[config.mk]
export PLATFORM = sky130hd
export DESIGN_NAME = fifo_ctrl_fsm
export DESIGN_NICKNAME = d
export VERILOG_FILES = /design/src/rtl/fifo_ctrl_pkg.sv /design/src/rtl/umbral_cfg_regs.sv /design/src/rtl/fifo_ctrl_fsm.sv
export SDC_FILE = /design/constraint.sdc
export NUM_CORES = 1
export LEC_CHECK = 0
export CAP_MARGIN = 20
export CORE_MARGIN = 2
export CORE_UTILIZATION = 30
export DETAILED_ROUTE_END_ITERATION = 10
export PLACE_DENSITY = 0.65
export SLEW_MARGIN = 20
export SYNTH_ARGS = -nofsm -noshare
export SYNTH_HDL_FRONTEND = slang
export SYNTH_SLANG_ARGS = --single-unit
[constraint.sdc]
create_clock -name clk -period 1.5 [get_ports clk]
set_clock_uncertainty 0.1 [all_clocks]
set_input_delay 0.45 -clock clk [delete_from_list [all_inputs] [get_ports clk]]
set_output_delay 0.45 -clock clk [all_outputs]
set_load 0.01 [all_outputs]
[src/rtl/fifo_ctrl_pkg.sv]
`default_nettype none
// ============================================================================
// Module   : fifo_ctrl_pkg
// Purpose  : Shared state codes and default widths for the FIFO bank
//            controller and its threshold register sub-block.
// Revision : 1.0 - initial release
// ============================================================================
package fifo_ctrl_pkg;

    localparam int STATE_W          = 3;
    localparam int DEF_UMBRAL_WIDTH = 4;

    localparam logic [STATE_W-1:0] ST_RESET  = 3'd0;
    localparam logic [STATE_W-1:0] ST_INIT   = 3'd1;
    localparam logic [STATE_W-1:0] ST_IDLE   = 3'd2;
    localparam logic [STATE_W-1:0] ST_ACTIVE = 3'd3;
    localparam logic [STATE_W-1:0] ST_ERROR  = 3'd4;

    typedef enum logic [STATE_W-1:0] {
        S_RESET  = ST_RESET,
        S_INIT   = ST_INIT,
        S_IDLE   = ST_IDLE,
        S_ACTIVE = ST_ACTIVE,
        S_ERROR  = ST_ERROR
    } state_e;

endpackage : fifo_ctrl_pkg
`default_nettype wire

[src/rtl/umbral_cfg_regs.sv]
`default_nettype none
// ============================================================================
// Module   : umbral_cfg_regs
// Purpose  : Almost-empty / almost-full threshold registers. They track the
//            requested values while load_en_i is high and hold otherwise.
// Revision : 1.0 - initial release
// ============================================================================
module umbral_cfg_regs
    import fifo_ctrl_pkg::*;
#(
    parameter int UMBRAL_WIDTH = DEF_UMBRAL_WIDTH
) (
    input  logic                    clk,
    input  logic                    reset_L,
    input  logic                    load_en_i,
    input  logic [UMBRAL_WIDTH-1:0] bajo_i,
    input  logic [UMBRAL_WIDTH-1:0] alto_i,
    output logic [UMBRAL_WIDTH-1:0] bajo_o,
    output logic [UMBRAL_WIDTH-1:0] alto_o
);

    logic [UMBRAL_WIDTH-1:0] bajo_q;
    logic [UMBRAL_WIDTH-1:0] alto_q;

    // Load both thresholds on every enabled edge; the last value before the
    // enable drops is the one that stays frozen.
    always_ff @(posedge clk or negedge reset_L) begin
        if (!reset_L) begin
            bajo_q <= '0;
            alto_q <= '0;
        end else if (load_en_i) begin
            bajo_q <= bajo_i;
            alto_q <= alto_i;
        end
    end

    assign bajo_o = bajo_q;
    assign alto_o = alto_q;

endmodule : umbral_cfg_regs
`default_nettype wire

[src/rtl/fifo_ctrl_fsm.sv]
`default_nettype none
// ============================================================================
// Module   : fifo_ctrl_fsm
// Purpose  : Power-up / run-time sequencer for the transmit-layer FIFO bank.
//            RESET -> INIT -> IDLE <-> ACTIVE, with a sticky ERROR state,
//            frozen thresholds and a latched record of FIFO error sources.
// Options  : FIFO_CTRL_ERRCNT_EN adds a saturating 8-bit count of ERROR
//            entries on port err_count (cleared only by reset_L).
// Revision : 1.0 - initial release
// ============================================================================
module fifo_ctrl_fsm
    import fifo_ctrl_pkg::*;
#(
    parameter int NUM_FIFOS    = 4,
    parameter int UMBRAL_WIDTH = DEF_UMBRAL_WIDTH
) (
    input  logic                    clk,
    input  logic                    reset_L,
    input  logic                    init,
    input  logic [UMBRAL_WIDTH-1:0] umbral_bajo_in,
    input  logic [UMBRAL_WIDTH-1:0] umbral_alto_in,
    input  logic [NUM_FIFOS-1:0]    fifo_empty,
    input  logic [NUM_FIFOS-1:0]    fifo_error,
    output logic                    fifo_init,
    output logic [UMBRAL_WIDTH-1:0] umbral_bajo_out,
    output logic [UMBRAL_WIDTH-1:0] umbral_alto_out,
    output logic                    idle_out,
    output logic                    active_out,
    output logic                    error_out,
    output logic [NUM_FIFOS-1:0]    error_src,
    output logic [STATE_W-1:0]      state
`ifdef FIFO_CTRL_ERRCNT_EN
    ,
    output logic [7:0]              err_count
`endif
);

    state_e               state_q;
    state_e               state_d;
    logic [NUM_FIFOS-1:0] err_src_q;
    logic [NUM_FIFOS-1:0] err_src_d;

    // State and error-source registers; both clear asynchronously.
    always_ff @(posedge clk or negedge reset_L) begin
        if (!reset_L) begin
            state_q   <= S_RESET;
            err_src_q <= '0;
        end else begin
            state_q   <= state_d;
            err_src_q <= err_src_d;
        end
    end

    // Next state and error-source update; fifo_error has priority over init
    // so a fault coinciding with a reconfiguration request is never lost.
    always_comb begin
        state_d   = S_RESET;
        err_src_d = err_src_q;
        case (state_q)
            S_RESET: begin
                state_d   = S_INIT;
                err_src_d = '0;
            end
            S_INIT: begin
                state_d   = init ? S_INIT : S_IDLE;
                err_src_d = '0;
            end
            S_IDLE: begin
                if (|fifo_error) begin
                    state_d   = S_ERROR;
                    err_src_d = fifo_error;
                end else if (init) begin
                    state_d   = S_INIT;
                    err_src_d = '0;
                end else if (~&fifo_empty) begin
                    state_d = S_ACTIVE;
                end else begin
                    state_d = S_IDLE;
                end
            end
            S_ACTIVE: begin
                if (|fifo_error) begin
                    state_d   = S_ERROR;
                    err_src_d = fifo_error;
                end else if (init) begin
                    state_d   = S_INIT;
                    err_src_d = '0;
                end else if (&fifo_empty) begin
                    state_d = S_IDLE;
                end else begin
                    state_d = S_ACTIVE;
                end
            end
            S_ERROR: begin
                // Only a reconfiguration (or reset) leaves ERROR; a clearing
                // fifo_error must not hide the fault.
                if (init) begin
                    state_d   = S_INIT;
                    err_src_d = '0;
                end else begin
                    state_d   = S_ERROR;
                    err_src_d = err_src_q | fifo_error;
                end
            end
            default: begin
                state_d   = S_RESET;
                err_src_d = '0;
            end
        endcase
    end

    // Thresholds track the config inputs only while in INIT.
    umbral_cfg_regs #(
        .UMBRAL_WIDTH (UMBRAL_WIDTH)
    ) u_umbral_cfg_regs (
        .clk       (clk),
        .reset_L   (reset_L),
        .load_en_i (state_q == S_INIT),
        .bajo_i    (umbral_bajo_in),
        .alto_i    (umbral_alto_in),
        .bajo_o    (umbral_bajo_out),
        .alto_o    (umbral_alto_out)
    );

    // Outputs decode the state register only, so nothing from the inputs
    // reaches them combinationally. FIFOs stay initialised in ERROR so
    // their contents survive for debug.
    assign fifo_init  = (state_q == S_IDLE) || (state_q == S_ACTIVE) ||
                        (state_q == S_ERROR);
    assign idle_out   = (state_q == S_IDLE);
    assign active_out = (state_q == S_ACTIVE);
    assign error_out  = (state_q == S_ERROR);
    assign error_src  = err_src_q;
    assign state      = state_q;

`ifdef FIFO_CTRL_ERRCNT_EN
    logic [7:0] err_cnt_q;

    // Count entries into ERROR, saturating; INIT deliberately leaves it.
    always_ff @(posedge clk or negedge reset_L) begin
        if (!reset_L) begin
            err_cnt_q <= 8'd0;
        end else if ((state_d == S_ERROR) && (state_q != S_ERROR) &&
                     (err_cnt_q != 8'hFF)) begin
            err_cnt_q <= err_cnt_q + 8'd1;
        end
    end

    assign err_count = err_cnt_q;
`endif

endmodule : fifo_ctrl_fsm
`default_nettype wire

==> impl_metrics.py <==
metrics = {
    "run_status": {
        "status": "complete, but fails checks",
        "violations": "setup timing",
    },
    "drt": {
        "wl_per_cell_um": 13.23,
        "ant_nets": 0,
        "drt-total-wl_um": 2064,
        "drc_errors": 0,
        "dr.pass1.iters": 4,
        "drtIter0Drc": 6,
        "vias": 719,
        "viasPerCell": 4.609,
    },
    "floorplanning": {
        "start_util_pct": 31.18,
        "num_rows": 17,
        "core-area_mm2": 0.002191,
        "dieArea_mm2": 0.002675,
        "die_y_um": 51.72,
        "io_pins": 38,
        "die_w_um": 51.72,
    },
    "critical_path": {
        "worst_ep_arrival_time_ns": 1.19,
        "crit_path_top_delay_cell": "dfrtp_2",
        "rrSetupSlack_ns": -0.17,
        "r2r-end": "u_umbral_cfg_regs.bajo_o[2]$_DFFE_PN0N_",
        "endpoint_kind": "output pin",
        "critPathBufInv": 1,
        "cp_slowest_stage_delay_ns": 0.45,
        "r2r-start": "state[1]$_DFF_PN0_",
        "cp-start-kind": "flop",
        "critPathKind": "flop to output pin",
        "r2r_cells": 5,
        "cpLargestDelayFamily": "flip-flops",
        "required_ns": 0.95,
        "crit_chain": "and2b_2, and2_4, buf_6",
        "cp_max_fo": 4,
    },
    "clock_network": {
        "cts_num_sinks": 15,
        "cts_buffers": 3,
        "cts_tree": "done",
        "insertion_delay_ns": 0.28,
        "htreeDepth": 1,
        "clockBufferDepth": 2,
        "cts_root_buf": "clkbuf_4",
        "path_clk_slew_ns": 0.10,
    },
    "sta": {
        "fmax_mhz": 574.9,
        "fin_tns_setup_ns": -2.104,
        "slew_headroom_pct": 83.53,
        "maxSlewViolCount": 0,
        "fin_hold_ws_ns": 0.3768,
        "worst_pin_slew_ns": 0.2452,
        "setup_violations": 15,
        "post-route-min-period_ns": 1.740,
        "period_share_pct": 116.0,
        "setup_ws_ns": -0.2395,
        "rsz0062_at_grt": "true",
        "hold_violations": 0,
    },
    "placement": {
        "place_ws_ns": -0.3231,
        "dp_hpwl_um": 1315,
        "gp_congestion": 0.8338,
        "portBuffers": 37,
    },
    "global_routing": {
        "grt_pass1_wl_um": 3160,
        "grt_pass1_vias": 731,
        "grt_usage_pct": 16.11,
        "antenna_found_initial": 0,
        "use_met1_pct": 17.37,
        "grt_use_met3_pct": 5.172,
        "grt_max_degree": 16,
        "top_usage_layer": "met2",
        "grt.overflow.total": 0,
        "met2_usage_pct": 27.78,
    },
    "power_and_ir_drop": {
        "p_leak_nw": 0.7026,
        "p_per_area_mw_per_mm2": 1932,
        "peakVddDrop_v": 0.001225,
        "total_power_mw": 2.763,
    },
    "yosys": {
        "synth-seq-cells": 15,
        "synth-edff-count": 0,
        "yosysWarnings": 0,
        "ys_top_cells_by_count": "15 x dfrtp_1, 8 x mux2_2, 6 x inv_1",
        "ys_seq_area_share_pct": 54.95,
        "synth_cells": 57,
        "synth.cell_area_um2": 683.2,
        "synthFlopType": "dfrtp_1",
        "synthDominantCellAreaShare_pct": 54.95,
        "synth_xor_xnor_area_share_pct": 0,
        "async_reset_ff_share_pct": 100.0,
        "synthSimpleGateAreaFrac_pct": 12.82,
        "synth_adder_area_share_pct": 1.465,
        "synth_most_common_cell": "dfrtp_1",
        "synth.top_cells.by_area": "dfrtp_1 55%, mux2_2 13%, o31ai_1 4.4%",
        "synthDistinctLibCells": 21,
        "syn_nets": 76,
        "syn_area_per_cell_um2": 11.99,
        "synth_compound_area_share_pct": 11.36,
        "yosys.area.top_type": "dfrtp_1",
        "synth.area.mux_share_pct": 14.65,
        "synth_top_family_by_area": "multiplexers",
    },
    "cells_and_area": {
        "area_growth_pct": 109.3,
        "layout.nets": 148,
        "fill_cells": 171,
        "fin_util_pct": 65.28,
        "diodes": 0,
        "drive_gt1_share_pct": 55.47,
    },
    "min_path": {
        "holdCritPathClass": "primary input to async pin",
    },
    "flow_run": {
        "max_cap_violations": 0,
    },
}
-- sequential cells by signal (all words and copies together) (netlist names) --
name and cells:
u_umbral_cfg_regs.alto_o 4, state 3, error_src 4, u_umbral_cfg_regs.bajo_o 4
-- area by class of cell --
type / count / area [um2] / area share (%)
Multi-Input combinational cell: 34 / 352.8 / 24.67
Timing Repair Buffer: 69 / 614.3 / 42.96
Clock buffer: 3 / 22.52 / 1.575
Clock inverter: 1 / 5.005 / 0.3500
Inverter: 6 / 22.52 / 1.575
Tap cell: 28 / 35.03 / 2.450
Sequential cell: 15 / 377.9 / 26.42
-- what timing repair did --
| action | CTS | global route |
|---|---|---|
| pin swaps | 5 | 9 |
| endpoints found under the hold margin | 0 | 0 |
| setup buffers | 11 | 8 |
| endpoints found under the setup margin | 28 | 33 |
| hold buffers | 0 | 0 |
| resized for setup | 60 | 34 |
-- placed cells by master, fill, tap and decap left out, drive strengths merged, types with 2 or more instances in the layout --
cell           synthesis  layout
inv                    6       6
nand2                  2       2
clkbuf                 0       9
o31ai                  4       4
dlymetal6s2s           0       3
clkdlybuf4s50          0      14
clkdlybuf4s15          0       6
dfrtp                 15      15
nor2                   2       2
o21ai                  5       5
mux2                   8       8
buf                    2      39
-- through the flow --
stage	cell area, um2	std cells
after CTS	1351	151
after floorplan	693.2	57
after global placement	1215	136
after detailed placement	1215	136
final	1430	156
after global routing	1430	156
-- worst max path at each step --
stage | startpoint | endpoint | slack (ns) | depth (start not counted)
6_report | state[1]$_DFF_PN0_ | active_out | -0.24 | 3
2_1_floorplan | state[1]$_DFF_PN0_ | active_out | 0.01 | 3
3_3_place_gp | state[2]$_DFF_PN0_ | active_out | -0.31 | 3
5_1_grt | state[1]$_DFF_PN0_ | active_out | -0.30 | 3
4_1_cts | state[2]$_DFF_PN0_ | active_out | -0.22 | 3
3_5_place_dp | state[2]$_DFF_PN0_ | active_out | -0.32 | 3
-- power breakdown --
| group | switching (mW) | total (mW) | leakage [nW] | internal, mW |
|---|---|---|---|---|
| clock network | 0.136 | 0.235 | 0.0177 | 0.0988 |
| logic | 0.676 | 1.81 | 0.502 | 1.14 |
| registers | 0.123 | 0.716 | 0.183 | 0.592 |
| total | 0.935 | 2.76 | 0.703 | 1.83 |
-- layer usage --
layer	vias up	share of wire (%)
met5	-	0
met4	0	1.0
met3	2	6.2
met2	29	50
met1	345	42
li1	343	-
-- kinds of logic (layout without fill, tap and decap cells) --
logic type	after synthesis	in the layout
buffers and inverters	8	79
DFF	15	15
AOI/OAI and AO/OA	12	12
adders and majority gates	1	1
and+or+nand+nor	12	12
muxes	9	9
(Power assumes the default switching activity.)
